File: src/rtl/uart_baud_pkg.sv
// Shared types and constants for the UART baud configuration sequencer:
// FSM states, reset defaults and the 40 MHz / 16x preset table.
package uart_baud_pkg;

    typedef enum logic [2:0] {
        IDLE,
        REJECT,
        HOLD,
        APPLY,
        WAIT_BAUD,
        DONE,
        TOUT
    } cfg_state_t;

    localparam logic [2:0]  CUSTOM_SEL    = 3'd7;
    localparam logic [15:0] RESET_PERIOD  = 16'd20;
    localparam logic [7:0]  RESET_COMP    = 8'hB5;
    localparam logic [2:0]  RESET_SEL_DEF = 3'd4;

    typedef struct packed {
        logic [15:0] period;
        logic [7:0]  comp;
    } baud_preset_t;

    // Index 7 is reserved; it returns the reset setting but is never applied.
    function automatic baud_preset_t preset_lookup(input logic [2:0] sel);
        baud_preset_t entry;
        case (sel)
            3'd0:    entry = '{period: 16'd259, comp: 8'h79};
            3'd1:    entry = '{period: 16'd129, comp: 8'h3D};
            3'd2:    entry = '{period: 16'd64,  comp: 8'h2E};
            3'd3:    entry = '{period: 16'd42,  comp: 8'h6A};
            3'd4:    entry = '{period: 16'd20,  comp: 8'hB5};
            3'd5:    entry = '{period: 16'd9,   comp: 8'hE2};
            3'd6:    entry = '{period: 16'd4,   comp: 8'h79};
            default: entry = '{period: RESET_PERIOD, comp: RESET_COMP};
        endcase
        return entry;
    endfunction

endpackage

File: src/rtl/baud_preset_rom.sv
// Combinational preset index -> {AcqPeriod, BitCompensation} lookup.
module baud_preset_rom
    import uart_baud_pkg::*;
(
    input  logic [2:0]  sel,
    output logic [15:0] period,
    output logic [7:0]  comp,
    output logic        valid
);

    baud_preset_t entry;

    always_comb begin
        entry  = preset_lookup(sel);
        period = entry.period;
        comp   = entry.comp;
        valid  = (sel != CUSTOM_SEL);
    end

endmodule

File: src/rtl/baud_cfg_ctrl.sv
// Baud-change sequencer: validates a request, holds the UART core idle,
// drives the new generator setting and confirms it via two BaudSig pulses.
module baud_cfg_ctrl
    import uart_baud_pkg::*;
#(
    parameter int          TIMEOUT_W  = 24,
    parameter logic [15:0] MIN_PERIOD = 16'd3,
    parameter logic [2:0]  RESET_SEL  = RESET_SEL_DEF
) (
    input  logic        clk,
    input  logic        rst,
    input  logic        cfg_req_i,
    input  logic        cfg_custom_i,
    input  logic [2:0]  cfg_sel_i,
    input  logic [15:0] cfg_period_i,
    input  logic [7:0]  cfg_comp_i,
    output logic        cfg_busy_o,
    output logic        cfg_ack_o,
    output logic        cfg_err_o,
    input  logic        core_busy_i,
    output logic        core_hold_o,
    input  logic        BaudSig_i,
    output logic [15:0] AcqPeriod_o,
    output logic [7:0]  BitCompensation_o,
    output logic [2:0]  cur_sel_o
);

    localparam baud_preset_t RESET_ENTRY = preset_lookup(RESET_SEL);
    localparam logic [TIMEOUT_W-1:0] TOUT_LAST = {{(TIMEOUT_W-1){1'b1}}, 1'b0};

    cfg_state_t state, state_next;

    logic [15:0] rom_period;
    logic [7:0]  rom_comp;
    logic        rom_valid;
    logic        req_valid;

    logic [15:0] new_period, bak_period;
    logic [7:0]  new_comp, bak_comp;
    logic [2:0]  new_sel, bak_sel;
    logic        pulse_seen;
    logic [TIMEOUT_W-1:0] tout_cnt;

    baud_preset_rom u_rom (
        .sel    (cfg_sel_i),
        .period (rom_period),
        .comp   (rom_comp),
        .valid  (rom_valid)
    );

    always_comb begin
        req_valid  = cfg_custom_i ? ((cfg_period_i >= MIN_PERIOD) && (cfg_comp_i != 8'h00))
                                  : rom_valid;
        state_next = state;
        case (state)
            IDLE:      if (cfg_req_i) state_next = req_valid ? HOLD : REJECT;
            REJECT:    state_next = IDLE;
            HOLD:      if (!core_busy_i) state_next = APPLY;
            APPLY:     state_next = WAIT_BAUD;
            // The first pulse may still carry the old setting; only the second proves the switch.
            WAIT_BAUD: begin
                if (BaudSig_i && pulse_seen)  state_next = DONE;
                else if (tout_cnt == TOUT_LAST) state_next = TOUT;
            end
            DONE:      state_next = IDLE;
            TOUT:      state_next = IDLE;
            default:   state_next = IDLE;
        endcase
    end

    always_ff @(posedge clk or negedge rst) begin
        if (!rst) state <= IDLE;
        else      state <= state_next;
    end

    always_ff @(posedge clk or negedge rst) begin
        if (!rst) begin
            cfg_busy_o  <= 1'b0;
            cfg_ack_o   <= 1'b0;
            cfg_err_o   <= 1'b0;
            core_hold_o <= 1'b0;
        end else begin
            cfg_busy_o  <= (state_next != IDLE);
            cfg_ack_o   <= state_next inside {REJECT, DONE, TOUT};
            cfg_err_o   <= state_next inside {REJECT, TOUT};
            core_hold_o <= state_next inside {HOLD, APPLY, WAIT_BAUD, DONE, TOUT};
        end
    end

    // The request is resolved to concrete generator values at capture time.
    always_ff @(posedge clk or negedge rst) begin
        if (!rst) begin
            AcqPeriod_o       <= RESET_ENTRY.period;
            BitCompensation_o <= RESET_ENTRY.comp;
            cur_sel_o         <= RESET_SEL;
            bak_period        <= RESET_ENTRY.period;
            bak_comp          <= RESET_ENTRY.comp;
            bak_sel           <= RESET_SEL;
            new_period        <= '0;
            new_comp          <= '0;
            new_sel           <= '0;
            pulse_seen        <= 1'b0;
            tout_cnt          <= '0;
        end else begin
            if (state == IDLE && cfg_req_i) begin
                new_period <= cfg_custom_i ? cfg_period_i : rom_period;
                new_comp   <= cfg_custom_i ? cfg_comp_i   : rom_comp;
                new_sel    <= cfg_custom_i ? CUSTOM_SEL   : cfg_sel_i;
            end
            case (state)
                APPLY: begin
                    bak_period        <= AcqPeriod_o;
                    bak_comp          <= BitCompensation_o;
                    bak_sel           <= cur_sel_o;
                    AcqPeriod_o       <= new_period;
                    BitCompensation_o <= new_comp;
                    cur_sel_o         <= new_sel;
                    pulse_seen        <= 1'b0;
                    tout_cnt          <= '0;
                end
                WAIT_BAUD: begin
                    tout_cnt <= tout_cnt + TIMEOUT_W'(1);
                    if (BaudSig_i) pulse_seen <= 1'b1;
                end
                TOUT: begin
                    AcqPeriod_o       <= bak_period;
                    BitCompensation_o <= bak_comp;
                    cur_sel_o         <= bak_sel;
                end
                default: ;
            endcase
        end
    end

endmodule

File: config.mk
export PLATFORM = sky130hd
export DESIGN_NAME = baud_cfg_ctrl
export DESIGN_NICKNAME = d
export VERILOG_FILES = /design/src/rtl/uart_baud_pkg.sv /design/src/rtl/baud_preset_rom.sv /design/src/rtl/baud_cfg_ctrl.sv
export SDC_FILE = /design/constraint.sdc
export NUM_CORES = 1
export LEC_CHECK = 0
export ABC_CLOCK_PERIOD_IN_PS = 1900
export CORE_ASPECT_RATIO = 1.5
export CORE_UTILIZATION = 56
export DETAILED_ROUTE_END_ITERATION = 12
export GPL_TIMING_DRIVEN = 0
export PLACE_DENSITY = 0.85
export SETUP_SLACK_MARGIN = 0.4
export SYNTH_ARGS = -nofsm -noshare
export SYNTH_HDL_FRONTEND = slang
export SYNTH_HIERARCHICAL = 1
export SYNTH_SLANG_ARGS = --single-unit
File: constraint.sdc
create_clock -name clk -period 1.9 [get_ports clk]
set_input_delay 0.19 -clock clk [delete_from_list [all_inputs] [get_ports clk]]
set_output_delay 0.19 -clock clk [all_outputs]
set_load 0.01 [all_outputs]
==> Word level (Yosys, flattened, before mapping) <==
Index checks and enable logic that the tools add are counted.
{ "op_classes": {"add_sub_neg": 1, "n_lt_le_gt_ge": 1, "n_eq_ne": 18, "muxes": 17, "n_reduce_logical": 13} }
{ "ops": {"columns": ["op", "n"], "rows": [
  ["17-bit case mux with 6 select lines", 1],
  ["24-bit case mux with 2 select lines", 1],
  ["16-bit case mux with 2 select lines", 1],
  ["24-bit by 1-bit adder with 24-bit output, second input constant", 1],
  ["24-bit == test, second input constant", 1],
  ["3-bit == test, second input constant", 7],
  ["3-bit by 2-bit == test with 1-bit output, second input constant", 6],
  ["16-bit by 2-bit greater-or-equal comparator with 1-bit output, second input constant", 1],
  ["16-bit 2-to-1 mux", 1],
  ["8-bit case mux with 2 select lines", 1],
  ["3-bit 2-to-1 mux", 5],
  ["3-bit case mux with 4 select lines", 1],
  ["8-bit 2-to-1 mux", 1],
  ["8-bit nonzero test", 1],
  ["3-bit by 1-bit == test with 1-bit output, second input constant", 2],
  ["3-bit logical NOT", 2],
  ["3-bit case mux with 2 select lines", 1],
  ["2-bit nonzero test", 3],
  ["3-bit nonzero test", 2],
  ["5-bit nonzero test", 1],
  ["1-bit logical AND", 3],
  ["3-bit != test, second input constant", 1],
  ["1-bit 2-to-1 mux", 2],
  ["2-bit 2-to-1 mux", 1],
  ["other kinds (3)", 3]
]} }
{ "word_totals": {"reg_bits": 113, "elab_cells": 66} }

==> Logic depth before layout (Yosys ltp) <==
{ "depth": {"depth_word": 8, "mapped_depth": 7, "depth_no_buf": 6} }

==> By module <==
Netlist, hierarchy kept.
{ "modules_own_cells": {"columns": ["mod", "instances", "cells_per_inst", "area_per_inst_um2", "seq_area_each_um2"], "rows": [
  ["baud_cfg_ctrl", 1, 461, 4968.5, 2847.7],
  ["baud_preset_rom", 1, 39, 266.5, 0.0]
]} }

==> Worst setup path before layout <==
Ideal clock, no wire load.
{ "synth_timing": {"kind": "register to register", "from": "reg state[0]", "to": "reg tout_cnt[14]", "setup_ns": 0.125, "arrival_ns": 1.555, "setup_slack_ns": 0.221, "path_stages_with_launch": 7, "n_path_buf": 2, "period_less_slack_ns": 1.679, "cell_sequence": "dfrtp_1 -> buf_6 -> or3b_1 -> buf_6 -> nor3_4 -> nand4_1 -> mux2i_1"} }
{ "synth_via": {"elab_chain_len": 2} }
{ "synth_lines": {"columns": ["item", "line", "rtl"], "rows": [
  ["from (decl)", "baud_cfg_ctrl.sv:31", "cfg_state_t state, state_next;"],
  ["from (signal assigned)", "baud_cfg_ctrl.sv:73", "else state <= state_next;"],
  ["3-bit == test / 3-bit by 2-bit == test with 1-bit output (equally long branches)", "baud_cfg_ctrl.sv:110", "case (state)"],
  ["24-bit case mux with 2 select lines / 2-bit nonzero test (equally long branches)", null, null],
  ["to (signal assigned)", "baud_cfg_ctrl.sv:122", "tout_cnt <= tout_cnt + TIMEOUT_W'(1);"],
  ["to (decl)", "baud_cfg_ctrl.sv:42", "logic [TIMEOUT_W-1:0] tout_cnt;"]
]} }
Parallel ways exist; a longest one is shown, timed or not.
A chain may end at the register's enable or synchronous reset.

==> Worst setup path after layout <==
{ "layout_timing": {"from": "reg state[2]", "to": "reg tout_cnt[13]"} }
Same word-level chain as after synthesis.

==> summary by stage <==
Run status
The run finished, with violations left. The final reports fail on setup timing.

Yosys
The cell type with the largest total area after synthesis is sky130_fd_sc_hd__dfrtp_1. For this run, the register share of the synthesized area comes to 0.544. Counting flops with a built-in enable in the synthesized netlist gives 0. The post-synthesis cell area is 5240 um^2. The fraction of synthesized cell area taken by the top area cell type is 0.464. After synthesis, the share of flip-flops with an asynchronous set or reset is 1.00. A synthesized cell averages 10.5 um^2. The flip-flop and latch count after synthesis is 113. The most common flop cell mapped by yosys is sky130_fd_sc_hd__dfrtp_1. The number of different library cells used by synthesis comes to 43. Ranked by total cell area, the synthesized netlist is headed by sky130_fd_sc_hd__dfrtp_1 (46%), sky130_fd_sc_hd__mux2i_1 (8.6%), sky130_fd_sc_hd__dfstp_2 (8.0%). The Yosys step of the flow raised 6 warnings. The gate count after technology mapping is 500.

Critical path
For this run, the slowest stage of the critical path takes 0.37 ns. Traced cell by cell, the critical path runs through buf_4, or3b_1, buf_6, nor3_4, buf_6, nand3_1, mux2i_1. Together, buffers and inverters on the worst path number 3. The cell with the biggest individual delay on the critical path is sky130_fd_sc_hd__or3b_1. The maximum fanout count along the critical path is 9.

At the worst endpoint, the required time is 2.21 ns. In this run the critical register-to-register path is captured at tout_cnt[13]. In this design, the largest share of critical-path delay is due to simple AND/OR/NAND/NOR gates.

The worst register-to-register path has a depth of 7. The worst setup path is launched from a flip-flop. The arrival time at the worst endpoint is 2.21 ns.

In this design, the critical path's most frequently occurring cell is sky130_fd_sc_hd__buf_6. The worst register-to-register path has a setup slack of -0.003 ns. The start of the worst register-to-register path is state[2].

The capturing element type of the critical path is a flip-flop. The critical path is of the flip-flop to flip-flop type.

Final layout
Compared with the post-synthesis result, the final layout area differs by 57.0%. The layout cell share with drive strength beyond 1 is 0.406. For this run, the share of the core covered by cells in the final layout is 0.920. Counting the fill cells in the layout gives 267.

The number of nets in the layout is 674. The cell area after layout is 8220 um^2. The finished layout holds 763 standard cells, fillers aside.

Timing
At the pin with the least slew margin, the transition time is 0.682 ns. The smallest clock period supported by the final layout is computed as 1.90 ns. Setup repair after global routing could not meet its margin everywhere. The tightest slew margin relative to the limit is 0.545. Once routing completed, OpenROAD measured the worst setup slack at -0.00266 ns. In the finished design, the share of the clock period the worst path needs comes to 1.00. On the final layout, the worst hold slack is 0.289 ns. The number of slew-limit violations in the final report came to 0. The highest clock rate is 0.526 GHz.

The number of hold violations in the final report is 0. The setup skew after layout is 0.00952 ns. The number of failing setup endpoints in the final timing report is 1. The post-route setup TNS is -0.00266 ns.

Drt
The detail route stage leaves a number of antenna-violating nets equal to 0. The vias per cell is 6.92. The number of search-and-repair iterations in the first detailed-routing pass is 8. In the final routed layout, each cell accounts on average for 29.1 um.

After detailed routing, the number of remaining DRC violations is 0. The count of vias placed by the detailed router is 5277. The final layout contains routed wiring with a total length of 22200 um. The first routing iteration left 685 violations.

Power and ir drop
The clock power share is 0.262. Of the total power, the share spent switching nets is 0.366. The proportion of power drawn by flip-flops and latches is 0.315. For this design the ratio of total power to cell area is 1760 nW/um^2. The relative contribution of combinational cells to total power is 0.422. Summing internal, switching and leakage power gives 14.5 mW. The internal power contribution is 9.16 mW. IR analysis of the VDD net gives a maximum drop of 1.40 mV. The net load switching power is 5.30 mW. Summed over all cells, the static leakage comes to 3.71 nW.

Clock tree
The total clock buffers created by CTS is 17. The clock latency reported for the late side of the worst-skew pair is 0.42 ns. The H-tree depth is 4. TritonCTS built the clock tree. The root cell of the clock tree is sky130_fd_sc_hd__clkbuf_16. The clock passes through at most 2 buffers. The clock net sink count is 113. After clock tree synthesis, the clock-pin slew on the worst setup and hold paths is 0.06 ns.

Place
At the end of routability-driven placement, the weighted congestion stood at 0.872. Prior to clock tree synthesis, the placed netlist has a worst setup slack of -0.192 ns. The number of placed instances, taps included, is 680.

Once detailed placement completed, the half-perimeter wirelength came to 8480 um. The post-place instance area is 6070 um^2. In this run the tool buffered the top-level ports with 63 buffer cells.

Global routing
The initial antenna violation count is 1. The via count of the first global-routing pass is 4660. In the global route stage, met3 resource usage came out at 0.0709.

The global routing stage identified its most utilized layer as met2. The met1 track utilization from global routing is 0.341. The global-route wire length before repair is 22600 um.

The global-route usage over all layers is 0.316. The leftover overflow at the end of global routing is 0. The maximum number of pins on one net before global-route repair is 76. For this run, global-route usage on met2 was measured as 0.543.

Die
For this configuration, the core starts out at a cell density of 0.586. Measured along the x axis, the die boundary spans 80.9 um. The floorplan step defined a die boundary enclosing 9750 um^2. The area of the core is 8930 um^2. The height of the die is 120 um. The number of rows created at floorplan is 42.

The count of boundary I/O pins is 64.

Min path
The path class of the tightest hold or removal check is primary input to asynchronous set/reset pin.

Flow run
The tool flagged a number of max-cap violations equal to 0.
[sequential cells by signal, indices dropped and copies added (netlist names), 3 cells and up]
register and flops:
new_period 16, cur_sel_o 3, state 3, new_sel 3, bak_comp 8, bak_sel 3, bak_period 16, tout_cnt 24
BitCompensation_o 8, AcqPeriod_o 16, new_comp 8
[synthesized netlist by cell type, types with 2 or more instances]
cell,instances
sky130_fd_sc_hd__nand3_1,15
sky130_fd_sc_hd__and4_1,2
sky130_fd_sc_hd__mux2i_1,45
sky130_fd_sc_hd__nand4_1,11
sky130_fd_sc_hd__nand2b_1,2
sky130_fd_sc_hd__o21ai_0,7
sky130_fd_sc_hd__and2_1,6
sky130_fd_sc_hd__a21oi_1,32
sky130_fd_sc_hd__nor4_1,5
sky130_fd_sc_hd__nor3_1,2
sky130_fd_sc_hd__dfrtp_1,97
sky130_fd_sc_hd__inv_1,6
sky130_fd_sc_hd__o211ai_1,2
sky130_fd_sc_hd__o22ai_1,27
sky130_fd_sc_hd__clkbuf_1,16
sky130_fd_sc_hd__xnor2_1,3
sky130_fd_sc_hd__dfstp_2,16
sky130_fd_sc_hd__buf_4,11
sky130_fd_sc_hd__buf_6,3
sky130_fd_sc_hd__mux2_2,27
sky130_fd_sc_hd__conb_1,2
sky130_fd_sc_hd__nor2_1,92
sky130_fd_sc_hd__and3_1,5
sky130_fd_sc_hd__nand3b_1,2
sky130_fd_sc_hd__buf_2,10
sky130_fd_sc_hd__ha_1,2
sky130_fd_sc_hd__nand2_1,35
sky130_fd_sc_hd__nor3_4,2
[layer usage]
layer / wire [um] / up-vias
li1: - / 2018
met1: 7590 / 2601
met2: 10700 / 486
met3: 2030 / 172
met4: 1930 / 0
met5: 0 / -
[kinds of logic (layout without fill, tap and decap cells)]
group           count (synthesis)  in the layout  share of synthesized area
buf+inv                        46            191                     0.0476
mux                            72             72                      0.144
flops                         113            113                      0.544
simple gates                  185            186                      0.163
compound gates                 75             75                     0.0844
fa+ha+maj                       2              2                    0.00478
other cells                     2              9                    0.00143
xor+xnor                        5              5                     0.0112
[area by class of cell]
type / instances / area (um^2) / area share
Sequential cell: 113 / 2850 / 0.346
Multi-Input combinational cell: 348 / 2840 / 0.346
Timing Repair Buffer: 113 / 1230 / 0.150
Clock buffer: 22 / 474 / 0.0577
Buffer: 40 / 454 / 0.0553
Clock inverter: 10 / 205 / 0.0250
Tap cell: 110 / 138 / 0.0167
Inverter: 6 / 22.5 / 0.00274
Antenna cell: 1 / 2.50 / 0.000304
[placed cells by master, fill, tap and decap left out, types with 4 or more instances in the layout]
cell                               n
sky130_fd_sc_hd__dfrtp_1          97
sky130_fd_sc_hd__a21oi_2          26
sky130_fd_sc_hd__nand4_1          11
sky130_fd_sc_hd__o22ai_1          19
sky130_fd_sc_hd__nor2_4           33
sky130_fd_sc_hd__a21oi_1           6
sky130_fd_sc_hd__buf_12           10
sky130_fd_sc_hd__o22ai_2           6
sky130_fd_sc_hd__o21ai_1           4
sky130_fd_sc_hd__buf_4            32
sky130_fd_sc_hd__bufinv_16         6
sky130_fd_sc_hd__and3_1            5
sky130_fd_sc_hd__inv_1             6
sky130_fd_sc_hd__buf_8             5
sky130_fd_sc_hd__nand2_1          31
sky130_fd_sc_hd__clkdlybuf4s50_1  35
sky130_fd_sc_hd__buf_6            28
sky130_fd_sc_hd__dfstp_2          16
sky130_fd_sc_hd__mux2_4           27
sky130_fd_sc_hd__nor2_1           45
sky130_fd_sc_hd__conb_1            8
sky130_fd_sc_hd__mux2i_1          45
sky130_fd_sc_hd__dlygate4sd2_1    27
sky130_fd_sc_hd__and2_1            6
sky130_fd_sc_hd__nand3_2           6
sky130_fd_sc_hd__nand3_1           9
sky130_fd_sc_hd__nor2_2           15
sky130_fd_sc_hd__clkbuf_16        25
[worst max-delay path by stage]
stage	from	slack (ns)	cells after the start	endpoint
3_5_place_dp	cfg_custom_i	-0.19	5	new_period[2]
3_3_place_gp	rst	-3.40	1	AcqPeriod_o[3]
5_1_grt	state[2]	-0.09	7	tout_cnt[13]
2_1_floorplan	state[0]	0.22	6	tout_cnt[14]
6_report	state[2]	-0.003	7	tout_cnt[13]
4_1_cts	state[0]	0.16	7	tout_cnt[21]
[repair_timing]
item	CTS	global route
setup endpoints to repair	136	108
buffers inserted	13	27
endpoints found under the hold margin	28	0
pin swaps	8	17
gates cloned	0	9
gates resized for setup	76	210
hold buffers	1	0
[power groups by stage]
stage               Sequential [mW]  Combinational, mW  Clock, mW
global route                   4.58               6.29       3.87
global placement               4.01               3.06          0
floorplan                      4.05               1.86          0
CTS                            4.06               3.46       3.66
detailed placement             4.07               3.20          0
finish                         4.56               6.10       3.79
Note: power is estimated with default switching activity, not from simulation.
